==> src/rtl/alu_sweep_ctrl.sv <==
// Sweeps all eight opcodes of the 8-bit ALU for one latched operand pair. Each result is
// offered on a valid/ready stream, and a checksum is kept over the sweep.
module alu_sweep_ctrl #(
  parameter int unsigned SETTLE = 1
) (
  input  logic        clk,
  input  logic        rst_n,
  input  logic        start,
  input  logic [7:0]  op_a,
  input  logic [7:0]  op_b,
  input  logic [7:0]  alu_out,
  input  logic        alu_c,
  output logic [7:0]  alu_a,
  output logic [7:0]  alu_b,
  output logic [2:0]  alu_sel,
  output logic        res_valid,
  input  logic        res_ready,
  output logic [7:0]  res_data,
  output logic        res_carry,
  output logic [2:0]  res_sel,
  output logic        busy,
  output logic        done,
  output logic [11:0] checksum
);

  localparam int DATA_W = 8;
  localparam int CSUM_W = 12;
  localparam logic [3:0] SETTLE_LAST = 4'(SETTLE - 1);
  localparam logic [2:0] SEL_LAST    = 3'd7;

  typedef enum logic [1:0] {
    S_IDLE   = 2'd0,
    S_DRIVE  = 2'd1,
    S_OFFER  = 2'd2,
    S_FINISH = 2'd3
  } state_t;

  state_t     state_q;
  state_t     state_d;
  logic [3:0] settle_q;
  logic       accept;
  logic       capture;
  logic       advance;

  // A full sweep adds at most 8 x 511 = 4088, so the 12-bit sum never wraps.
  function automatic logic [CSUM_W-1:0] csum_add(
    input logic [CSUM_W-1:0] acc,
    input logic              carry,
    input logic [DATA_W-1:0] data
  );
    return acc + {{(CSUM_W - DATA_W - 1){1'b0}}, carry, data};
  endfunction

  always_ff @(posedge clk or negedge rst_n) begin
    if (!rst_n) begin
      state_q <= S_IDLE;
    end else begin
      state_q <= state_d;
    end
  end

  // res_valid is high exactly in OFFER, so res_ready alone completes the handshake there.
  always_comb begin
    state_d = state_q;
    accept  = 1'b0;
    capture = 1'b0;
    advance = 1'b0;
    case (state_q)
      S_IDLE: begin
        if (start) begin
          accept  = 1'b1;
          state_d = S_DRIVE;
        end
      end
      S_DRIVE: begin
        if (settle_q == SETTLE_LAST) begin
          capture = 1'b1;
          state_d = S_OFFER;
        end
      end
      S_OFFER: begin
        if (res_ready) begin
          if (alu_sel == SEL_LAST) begin
            state_d = S_FINISH;
          end else begin
            advance = 1'b1;
            state_d = S_DRIVE;
          end
        end
      end
      S_FINISH: state_d = S_IDLE;
      default:  state_d = S_IDLE;
    endcase
  end

  always_ff @(posedge clk or negedge rst_n) begin
    if (!rst_n) begin
      settle_q <= 4'd0;
    end else if (accept || advance) begin
      settle_q <= 4'd0;
    end else if (state_q == S_DRIVE) begin
      settle_q <= settle_q + 4'd1;
    end
  end

  // Operand / opcode stage: drives the ALU for the whole sweep.
  always_ff @(posedge clk or negedge rst_n) begin
    if (!rst_n) begin
      alu_a   <= 8'd0;
      alu_b   <= 8'd0;
      alu_sel <= 3'd0;
    end else if (accept) begin
      alu_a   <= op_a;
      alu_b   <= op_b;
      alu_sel <= 3'd0;
    end else if (advance) begin
      alu_sel <= alu_sel + 3'd1;
    end
  end

  // Capture stage: results are loaded only on the settle edge and held through backpressure.
  always_ff @(posedge clk or negedge rst_n) begin
    if (!rst_n) begin
      res_data  <= 8'd0;
      res_carry <= 1'b0;
      res_sel   <= 3'd0;
      checksum  <= 12'd0;
    end else if (accept) begin
      checksum  <= 12'd0;
    end else if (capture) begin
      res_data  <= alu_out;
      res_carry <= alu_c;
      res_sel   <= alu_sel;
      checksum  <= csum_add(checksum, alu_c, alu_out);
    end
  end

  assign res_valid = (state_q == S_OFFER);
  assign busy      = (state_q != S_IDLE);
  assign done      = (state_q == S_FINISH);

endmodule

==> config.mk <==
export PLATFORM = sky130hd
export DESIGN_NAME = alu_sweep_ctrl
export DESIGN_NICKNAME = d
export VERILOG_FILES = /design/src/rtl/alu_sweep_ctrl.sv
export SDC_FILE = /design/constraint.sdc
export NUM_CORES = 1
export LEC_CHECK = 0
export ABC_CLOCK_PERIOD_IN_PS = 4000
export CAP_MARGIN = 40
export CORE_AREA = 5 5 76 78
export DETAILED_ROUTE_END_ITERATION = 8
export DIE_AREA = 0 0 81 83
export GPL_ROUTABILITY_DRIVEN = 1
export GPL_TIMING_DRIVEN = 0
export HOLD_SLACK_MARGIN = 0.15
export PLACE_DENSITY_LB_ADDON = 0.25
export SLEW_MARGIN = 20
export SYNTH_ARGS = -nofsm -noshare
export SYNTH_HDL_FRONTEND = slang
export SYNTH_SLANG_ARGS = --single-unit
==> constraint.sdc <==
create_clock -name clk -period 4 [get_ports clk]
set_input_delay 0.6 -clock clk [delete_from_list [all_inputs] [get_ports clk]]
set_output_delay 0.6 -clock clk [all_outputs]
set_load 0.02 [all_outputs]
Yosys cells after proc, flatten, opt, wreduce, memory -nomap -nowiden
Index checks and enable logic that the tools add are counted.
- add/sub/neg operators: 3
- equal/unequal tests: 7
- mux-type cells: 18
- bitwise operators: 1
- reductions and logical operators: 9
- operator list (cell ; number):
    2-to-1 mux 12 bit ; 2
    adder 12 x 9 -> 12 bit ; 1
    2-to-1 mux 2 bit ; 4
    2-to-1 mux 4 bit ; 2
    one-hot mux 2 bit (4 select lines) ; 1
    nonzero test 2 bit ; 4
    2-to-1 mux 1 bit ; 7
    2-to-1 mux 3 bit ; 2
    adder 4 x 1 -> 4 bit, second input constant ; 1
    == test 2 bit, second input constant ; 2
    zero test 4 bit ; 1
    inequality test 2 bit, second input constant ; 2
    adder 3 x 1 -> 3 bit, second input constant ; 1
    == test 3 bit, second input constant ; 1
    AND reduction 3 bit ; 1
    == test 2 x 1 -> 1 bit, second input constant ; 1
    zero test 2 bit ; 1
    inequality test 2 x 1 -> 1 bit, second input constant ; 1
    AND reduction 2 bit ; 1
    logical OR 1 bit ; 1
    NOT 1 bit ; 1
- flip-flop bits (word level): 49
- input bits: 29
- output and inout bits: 46
- word-level logic and storage cells: 47

Depth between registers and ports, before layout
Gate-level depths: netlist of the first run.
- depth in word-level cells: 6
- depth in mapped cells: 8
- gate-level depth less buffers: 8

Least setup slack after synthesis of the first run
OpenSTA, ideal clock, no wires.
- path type: input to register
- from: input alu_out[0]
- to: register checksum[10]
- library setup time: 0.133 ns
- arrival: 1.931 ns
- required time: 3.867 ns
- setup slack: 1.936 ns
- cell stages on the path: 8
- buffers on the path: 0
- path through: ha_1 inv_1 fa_1 nand2b_1 a21o_1 and2_1 o2111ai_1 o31ai_1
- word-level cells in the longest chain between the ends: 3
- ends and longest elaborated chain (element ; line ; text):
    start: declaration ; 11 ; input logic [7:0] alu_out,
    adder 12 x 9 -> 12 bit ; 51 ; return acc + {{(CSUM_W - DATA_W - 1){1'b0}}, carry, data};
    2-to-1 mux 12 bit ; 130 ; end else if (capture) begin
    2-to-1 mux 12 bit ; 128 ; end else if (accept) begin
    end signal: assignment ; 134 ; checksum <= csum_add(checksum, alu_c, alu_out);
    end: declaration ; 23 ; output logic [11:0] checksum
No other way between the ends. The select of a mux whose other input is x is not followed.
A chain may end at the register's enable or synchronous reset.

Worst setup path after layout of the first run
Same ends and word-level chain as after synthesis.

==> qor.yml, run 1 <==
synthesis:
  ys_types: 35
  synth_top_family_by_area: "simple AND/OR/NAND/NOR gates"
  ys_warn_count: 0
  ys_ff_latch: 49
  synthAdderAreaFrac: 0.0754
  synth-simple-area-share: 0.238
  synthCells: 263
  synth_xor_xnor_area_share: 0.0398
  syn-num-nets: 306
  yosysSeqAreaShare: 0.506
  synthMuxAreaShare: 0.00826
  synthArstFlopShare: 1.00
  synth_edf_count: 0
  synth-compound-area-share: 0.0976
  synthFlopType: "dfrtp_1"
  synth_area_um2: 2420
  postSynthAreaPerCell_um2: 9.22
clock_tree:
  htreeDepth: 2
  clkTransAtPathRegs_ns: 0.09
  ctsHoldBuffers: 0
  cts_made_buffers: 5
  cts_tree: "done"
  clock-root-buffer: "clkbuf_8"
  clk_latency_ns: 0.29
  ctsResizeCount: 0
  clock_path_buffers: 2
  cts_sinks: 49
  post_cts_buffers: 0
worst_setup_path:
  reg2reg_depth: 8
  r2r-start: "checksum[0]"
  crit_path_end_kind: "register"
  path_buf_inv: 2
  path_cells: "clkdlybuf4s50_1 > ha_1 > inv_1 > fa_1 > nand2b_1 > a21o_1 > and2_1 > o2111ai_1 > o31ai_1"
  r2r_slack_ns: 2.03
  rr_endpoint: "checksum[10]"
  critPathLaunchType: "input port"
  crit_arrival_ns: 2.61
  slowest_delay_ns: 0.53
  slowest_stage: "clkdlybuf4s50_1"
  worstSetupPathType: "input port to register"
  worstPathRequired_ns: 4.18
  critPathTopFamily: "buffers and inverters"
  critPathMaxFanout: 3
timing:
  max_freq_mhz: 411
  final.setup_skew_ns: 0.00761
  drv_slew: 0
  tns_ns: 0
  finalCritPeriodShare: 0.608
  max_slew.worst_pin.slew_ns: 0.500
  slew_headroom: 0.666
  period_needed_ns: 2.43
  finalHoldWorstSlack_ns: 0.235
  setup_viol: 0
  grt_setup_unrepaired: "false"
  hold_viol_final: 0
finish:
  num_antenna_cells: 0
  area_growth_pct: 38.4
  fill_cells: 442
  final_area_um2: 3350
  final_nets: 388
  layout.cells.non_filler: 415
  drive_above_1_share: 0.0609
  final_common_cell: "nand2_1"
  final_cell_mix: "93 x nand2_1, 73 x clkdlybuf4s50_1, 49 x dfrtp_1"
routing:
  dr.pass1.iters: 4
  via_per_inst: 4.86
  wirelength_um: 5580
  antenna_left: 0
  wire_per_inst_um: 13.4
  drc: 0
  vias: 2015
  first_iter_violations: 125
floorplanning:
  core_um2: 5010
  start_util: 0.484
  die-area_um2: 6720
  die_y_um: 83
  rows: 26
  io_pins: 75
  chipWidth_um: 81
place:
  gp_congestion: 0.772
  placed_area_um2: 3270
  dp_hpwl_um: 4210
  io_buffer_count: 74
  place_inst: 408
power_and_ir_drop:
  power_leakage_nw: 1.61
  p_per_area_nw_per_um2: 756
  power_mw: 2.53
  ir_drop_uv: 391
min_path:
  hold_class: "input port to asynchronous set/reset pin"
outcome:
  status: "complete, no violations"
flow_run:
  drv_cap: 0
global_routing:
  grt_pass1_vias: 2057
  grt.total_usage: 0.179
  gr-total-overflow: 0
  grt_max_degree: 33
  grt_pass1_wl_um: 9740
  grt_antenna_before_repair: 0
-- power by group --
group	total, mW	switching, mW	internal [mW]	leakage [nW]
combinational	1.40	0.761	0.637	0.935
clock	0.294	0.156	0.138	0.0443
sequential	0.842	0.142	0.701	0.629
-- per-layer routing --
metal	share of wire	track usage
met5	0	0
met3	0.075	0.0595
met2	0.45	0.272
met4	0.011	0.0461
met1	0.46	0.244
-- registers in the layout (all words and copies together), names as in the netlist --
signal,count
settle_q,4
alu_b,8
res_sel,3
checksum,12
state_q,2
alu_sel,3
res_data,8
res_carry,1
alu_a,8
-- per-stage QoR --
| stage | setup WS, ns | utilization |
|---|---|---|
| 3_5_place_dp | 1.23 | 0.652 |
| 6_report | 1.57 | 0.669 |
| 4_1_cts | 1.55 | 0.669 |
| 5_1_grt | 1.46 | 0.669 |
| 3_3_place_gp | 0.894 | 0.649 |
| 2_1_floorplan | 1.94 | - |
-- kinds of logic after synthesis --
group	after synthesis
flip-flops	49
AO/OA/AOI/OAI	39
multiplexers	2
AND/OR/NAND/NOR	131
XOR/XNOR	11
adder cells (fa/ha/maj)	14
buffers and inverters	17
-- synth_stat cells, types with 2 or more instances --
| cell type | number | area, um^2 |
|---|---|---|
| buf_2 | 5 | 25.0 |
| a21o_1 | 4 | 30.0 |
| inv_1 | 7 | 26.3 |
| xnor2_1 | 4 | 35.0 |
| dfrtp_1 | 49 | 1230 |
| buf_6 | 2 | 22.5 |
| nand2b_1 | 2 | 12.5 |
| xor2_1 | 7 | 61.3 |
| nand3_1 | 11 | 55.1 |
| a21oi_1 | 8 | 40.0 |
| o21ai_0 | 13 | 65.1 |
| and2_1 | 4 | 25.0 |
| nor2_1 | 12 | 45.0 |
| clkbuf_1 | 3 | 11.3 |
| o211ai_1 | 4 | 30.0 |
| mux2i_1 | 2 | 20.0 |
| ha_1 | 13 | 163 |
| o31ai_1 | 3 | 22.5 |
| nand2_1 | 93 | 349 |
| a31oi_1 | 2 | 12.5 |
-- area by class of cell --
cell class / count / area [um^2] / share of cell area
clock buffers: 7 / 86.3 / 0.0257
multi-input cells: 197 / 1110 / 0.332
repair buffers: 75 / 756 / 0.225
inverters: 7 / 26.3 / 0.00784
plain buffers: 10 / 58.8 / 0.0175
flip-flops and latches: 49 / 1230 / 0.366
well taps: 70 / 87.6 / 0.0261
-- worst max-delay path by stage --
stage | slack [ns] | cells past startpoint | end | from
2_1_floorplan | 1.94 | 8 | checksum[10] | alu_out[0]
6_report | 1.57 | 9 | checksum[10] | alu_out[0]
3_3_place_gp | 0.89 | 1 | res_data[3] | rst_n
3_5_place_dp | 1.23 | 9 | checksum[10] | alu_out[0]
4_1_cts | 1.55 | 9 | checksum[10] | alu_out[0]
5_1_grt | 1.46 | 9 | checksum[10] | alu_out[0]
-- worst reg2reg max path: stages (launching register included) --
cell       delay, ns
dfrtp_1         0.39
ha_1            0.21
inv_1           0.06
fa_1            0.38
nand2b_1        0.18
a21o_1          0.19
and2_1          0.17
o2111ai_1       0.19
o31ai_1         0.10
Power figures use the tool's default switching activity.
==> run 2: changes to the inputs <==
--- a/config.mk
+++ b/config.mk
@@ -5,11 +5,11 @@
 export SDC_FILE = /design/constraint.sdc
 export NUM_CORES = 1
 export LEC_CHECK = 0
-export ABC_CLOCK_PERIOD_IN_PS = 4000
+export ABC_CLOCK_PERIOD_IN_PS = 2420
 export CAP_MARGIN = 40
-export CORE_AREA = 5 5 76 78
+export CORE_AREA = 5 5 78 80
 export DETAILED_ROUTE_END_ITERATION = 8
-export DIE_AREA = 0 0 81 83
+export DIE_AREA = 0 0 83 85
 export GPL_ROUTABILITY_DRIVEN = 1
 export GPL_TIMING_DRIVEN = 0
 export HOLD_SLACK_MARGIN = 0.15
==> constraint.sdc (replaced) <==
create_clock -name clk -period 2.42 [get_ports clk]
set_input_delay 0.363 -clock clk [delete_from_list [all_inputs] [get_ports clk]]
set_output_delay 0.363 -clock clk [all_outputs]
set_load 0.02 [all_outputs]
==> run 2 against run 1 <==
Effect of this change:
- die area up 4.9%
- power increased by 73%
- final area grew 1.3%
- combinational power rose by 65%
- worst setup slack worse by 1.3 ns
- sequential share of layout area fell by 0.46 points
- critical path depth did not move
- clock skew down 0.0034 ns
- flip-flop and latch count stayed put
==> qor.yml, run 2 (synthesis results as in run 1) <==
timing:
  drv_slew: 0
  hold_viol_final: 0
  final.setup_skew_ns: 0.00420
  finalCritPeriodShare: 0.910
  period_needed_ns: 2.20
  max_slew.worst_pin.slew_ns: 0.613
  slew_headroom: 0.591
  max_freq_mhz: 454
  setup_viol: 0
  grt_setup_unrepaired: "false"
worst_setup_path:
  crit_arrival_ns: 2.38
  worstPathRequired_ns: 2.60
  critPathMaxFanout: 3
  critPathLaunchType: "input port"
  crit_start: "alu_out[0]"
  r2r-start: "checksum[0]"
  crit_path_end_kind: "register"
  worstSetupPathType: "input port to register"
finish:
  num_antenna_cells: 0
  area_growth_pct: 40.1
  top_register: "checksum"
  largest_register_ff_count: 12
  final_nets: 388
  postLayoutCoreUtil: 0.636
  final_area_um2: 3400
  fill_cells: 472
  layout.cells.non_filler: 418
  drive_above_1_share: 0.0636
  final_common_cell: "nand2_1"
  final_cell_mix: "93 x nand2_1, 73 x clkdlybuf4s50_1, 49 x dfrtp_1"
floorplanning:
  rows: 27
  die_y_um: 85
  chipWidth_um: 83
  die-area_um2: 7060
  io_pins: 75
  start_util: 0.454
  core_um2: 5340
power_and_ir_drop:
  pwr-share-comb: 0.527
  p_sw_frac: 0.403
  power_frac_seq: 0.318
  ir_drop_uv: 752
  p_per_area_nw_per_um2: 1290
  p_int_mw: 2.62
  switching_power_mw: 1.77
  power_frac_clock: 0.156
  power_leakage_nw: 1.63
routing:
  first_iter_violations: 85
  wire_per_inst_um: 13.3
  dr.pass1.iters: 4
  via_per_inst: 4.81
  vias: 2012
  wirelength_um: 5560
  drc: 0
  antenna_left: 0
global_routing:
  grt_pass1_wl_um: 9820
  grt_antenna_before_repair: 0
  grt_max_degree: 50
  gr-total-overflow: 0
  grt.total_usage: 0.170
  grt_pass1_vias: 2076
min_path:
  min_from: "res_data[0]"
  hold_class: "register to register"
place:
  io_buffer_count: 74
  placed_area_um2: 3250
  dp_hpwl_um: 4130
  place_inst: 409
  gp_congestion: 0.777
clock_tree:
  cts_made_buffers: 5
  cts_sinks: 49
  clk_latency_ns: 0.30
  cts_tree: "done"
  htreeDepth: 2
  clkTransAtPathRegs_ns: 0.09
  clock-root-buffer: "clkbuf_8"
  clock_path_buffers: 2
flow_run:
  drv_cap: 0
outcome:
  status: "complete, no violations"
-- run 2: layout make-up --
type,instances,area (um^2),area share
Buffer,10,58.8,0.0173
Clock buffer,5,68.8,0.0203
Clock inverter,3,65.1,0.0192
Inverter,7,26.3,0.00774
Multi-Input combinational cell,197,1110,0.328
Sequential cell,49,1230,0.361
Tap cell,72,90.1,0.0265
Timing Repair Buffer,75,748,0.220
-- run 2: repair_timing --
| item | CTS | global route |
|---|---|---|
| setup buffers | 0 | 0 |
| hold endpoints to repair | 49 | 0 |
| gates resized for setup | 0 | 0 |
| hold buffers | 1 | 0 |
-- run 2: metal layers --
| layer | routed length, um | up-vias | global-route usage |
|---|---|---|---|
| met5 | 0 | - | 0 |
| met4 | 73 | 0 | 0.0535 |
| met3 | 514 | 7 | 0.0641 |
| met2 | 2520 | 58 | 0.283 |
| met1 | 2450 | 922 | 0.204 |
| li1 | - | 1025 | - |
-- run 2: worst paths after layout --
check | endpoint | slack [ns] | depth (start not counted)
worst max register to register | checksum[10] | 0.44 | 8
max in group asynchronous | alu_a[5] | 1.39 | 2
worst min register to register | res_data[0] | 0.48 | 2
worst min-delay path | res_data[0] | 0.48 | 2
worst max-delay path | checksum[10] | 0.22 | 9
min in group asynchronous | res_data[3] | 0.61 | 2
-- run 2: worst max-delay path, stage by stage --
cell	delay, ns
clkdlybuf4s50_1	0.53
ha_1	0.21
inv_1	0.06
fa_1	0.39
nand2b_1	0.18
a21o_1	0.19
and2_1	0.17
o2111ai_1	0.19
o31ai_1	0.10
-- run 2: per-stage QoR --
stage                     setup WS, ns  power [mW]  setup TNS (ns)  hold slack [ns]
after global placement          -0.487        3.69          -23.89            0.456
after global routing             0.128        4.76               0            0.496
after CTS                        0.229        4.45               0            0.483
after detailed placement       -0.0800        3.74          -0.119            0.423
after floorplan                  0.449        2.77               0           0.0674
final                            0.217        4.39               0            0.478
-- run 2: power groups by stage --
stage / Combinational, mW / Sequential, mW / Clock, mW
floorplan: 1.03 / 1.74 / 0
global placement: 2.30 / 1.39 / 0
global route: 2.57 / 1.45 / 0.745
detailed placement: 2.33 / 1.41 / 0
finish: 2.31 / 1.39 / 0.682
CTS: 2.35 / 1.40 / 0.700
==> run 3: changes to the inputs <==
--- a/config.mk
+++ b/config.mk
@@ -5,11 +5,12 @@
 export SDC_FILE = /design/constraint.sdc
 export NUM_CORES = 1
 export LEC_CHECK = 0
+export ABC_AREA = 1
 export ABC_CLOCK_PERIOD_IN_PS = 2420
 export CAP_MARGIN = 40
-export CORE_AREA = 5 5 78 80
+export CORE_AREA = 2 2 77 79
 export DETAILED_ROUTE_END_ITERATION = 8
-export DIE_AREA = 0 0 83 85
+export DIE_AREA = 0 0 79 81
 export GPL_ROUTABILITY_DRIVEN = 1
 export GPL_TIMING_DRIVEN = 0
 export HOLD_SLACK_MARGIN = 0.15
==> run 3 against run 2 <==
Effect of this change:
- cell count increased by 17%
- worst setup slack improved by 0.19 ns
- hold slack got worse by 0.00060 ns
- utilization decreased by 1.1 points
- combinational power increased by 7%
- maximum frequency increased by 9.7%
- via count increased by 15%
- critical endpoint is now checksum[8]
- largest power group unchanged
- highest routed layer unchanged
==> qor.yml, run 3 <==
synthesis:
  synthArstFlopShare: 1.00
  yosysTopAreaCell: "dfrtp_1"
  synth-simple-area-share: 0.307
  ys_top_cells_by_area: "dfrtp_1 48%, nand2_1 21%, ha_1 6.3%"
  ys_warn_count: 0
  synth_top_cells_by_count: "141 x nand2_1, 49 x dfrtp_1, 30 x inv_1"
  synth_area_um2: 2570
  synth_top_family_by_area: "simple AND/OR/NAND/NOR gates"
  syn-num-nets: 373
  postSynthAreaPerCell_um2: 7.80
  synthAdderAreaFrac: 0.0710
  yosysMostFrequentCell: "nand2_1"
  synth_xor_xnor_area_share: 0.00681
  synth_top_cell_area_share: 0.476
  synth_edf_count: 0
  ys_ff_latch: 49
  ys_types: 29
  synthMuxAreaShare: 0
  yosysSeqAreaShare: 0.476
  synthFlopType: "dfrtp_1"
  synth-compound-area-share: 0.0661
  synthCells: 330
clock_tree:
  cts_sinks: 49
  htreeDepth: 2
  cts_made_buffers: 5
  clock_path_buffers: 2
  post_cts_buffers: 0
  clock-root-buffer: "clkbuf_8"
  clkTransAtPathRegs_ns: 0.09
  cts_tree: "done"
  clk_latency_ns: 0.31
global_routing:
  grt.total_usage: 0.202
  gr-total-overflow: 0
  grt_pass1_wl_um: 10200
  grt_antenna_before_repair: 0
  grt_max_degree: 28
  grt_pass1_vias: 2313
worst_setup_path:
  slowest_stage: "clkdlybuf4s50_1"
  worstSetupPathType: "input port to register"
  path_buf_inv: 3
  timing.critical_path.mode_cell: "nand2_1"
  path_cells: "clkdlybuf4s50_1 > ha_1 > inv_1 > fa_1 > inv_1 > nand3_1 > nand3_1 > nand2_1 > nand2_1 > nand2_1 > nand2_1 > o21ai_1"
  r2r-start: "checksum[0]"
  crit_arrival_ns: 2.20
  rr_endpoint: "checksum[8]"
  worstPathRequired_ns: 2.61
  critPathLaunchType: "input port"
  r2r_slack_ns: 0.56
  reg2reg_depth: 11
  critPathMaxFanout: 4
  crit_path_end_kind: "register"
  slowest_delay_ns: 0.48
  cp_num_cells: 12
  critPathTopFamily: "buffers and inverters"
routing:
  wire_per_inst_um: 12.2
  dr.pass1.iters: 4
  vias: 2312
  wirelength_um: 5960
  via_per_inst: 4.73
  drc: 0
  first_iter_violations: 130
  antenna_left: 0
place:
  gp_congestion: 0.854
  io_buffer_count: 74
  dp_hpwl_um: 4530
  place_ws_ns: 0.126
timing:
  slew_headroom: 0.650
  max_slew.worst_pin.slew_ns: 0.525
  tns_ns: 0
  setup_viol: 0
  finalCritPeriodShare: 0.830
  drv_slew: 0
  period_needed_ns: 2.01
  fin_ws_ns: 0.412
  final.setup_skew_ns: 0.00909
  max_freq_mhz: 498
  grt_setup_unrepaired: "false"
  hold_viol_final: 0
finish:
  final_common_cell: "nand2_1"
  seq_area_um2: 1230
  final_nets: 456
  final_cell_mix: "141 x nand2_1, 73 x clkdlybuf4s50_1, 49 x dfrtp_1"
  fill_cells: 552
  multi_input_area_um2: 1160
  num_antenna_cells: 0
  area_growth_pct: 37.9
  drive_above_1_share: 0.0676
  largest_register_ff_count: 12
  top_register: "checksum"
floorplanning:
  start_util: 0.453
  chipWidth_um: 79
  rows: 28
  io_pins: 75
  die_y_um: 81
  core_um2: 5680
  die-area_um2: 6400
min_path:
  hold_class: "register to register"
  min_from: "alu_a[6]"
  min_path_cells: 2
  hold_path_end: "alu_a[6]"
power_and_ir_drop:
  power_leakage_nw: 1.80
  ir_drop_uv: 646
  p_per_area_nw_per_um2: 1270
  power_mw: 4.49
outcome:
  status: "complete, no violations"
flow_run:
  drv_cap: 0
-- run 3: metal layers --
| layer | GRT usage | vias to the layer above | wire [um] |
|---|---|---|---|
| met3 | 0.0633 | 4 | 417 |
| met2 | 0.344 | 70 | 2870 |
| met4 | 0.0500 | 0 | 42 |
| met5 | 0 | - | 0 |
| li1 | - | 1187 | - |
| met1 | 0.251 | 1051 | 2630 |
-- run 3: cell type report --
type	count	area share
buffer	7	0.0166
clock buffer	7	0.0243
clock inverter	1	0.00846
inverter	34	0.0360
multi-input combinational	240	0.327
sequential	49	0.345
tap	75	0.0264
timing repair buffer	76	0.216
-- run 3: tightest hold or removal path: stages, from the launching register on --
cell	delay, ns
dfrtp_1	0.35
nand2_1	0.05
nand2_1	0.05
-- run 3: what timing repair did --
item | 4_1_cts | 5_1_grt
resized for setup | 0 | 0
hold endpoints to repair | 22 | 0
endpoints found under the setup margin | 0 | 0
hold buffers | 1 | 0
-- run 3: report_power, final --
part	switching (mW)	internal, mW
Combinational	1.42	1.06
Sequential	0.237	1.16
Clock	0.272	0.337
-- run 3: stage by stage --
stage               cell area (um^2)  utilization  instances  hold slack (ns)
floorplan                       2570            -        330           0.0674
global placement                3410        0.601        479            0.454
detailed placement              3420        0.603        480            0.374
CTS                             3550        0.625        489            0.483
global route                    3550        0.625        489            0.508
finish                          3550        0.625        489            0.478
-- run 3: worst max path at each step --
stage,startpoint,to,slack (ns)
after floorplan,checksum[0],checksum[8],0.69
after global placement,rst_n,alu_a[0],-0.44
after detailed placement,alu_out[0],checksum[8],0.13
after CTS,alu_out[0],checksum[8],0.43
after global routing,alu_out[0],checksum[8],0.23
final,alu_out[0],checksum[8],0.41
-- run 3: cells by family after synthesis --
family,after synthesis
fa+ha+maj,14
xor+xnor,2
flops,49
compound gates,30
simple gates,194
buf+inv,41
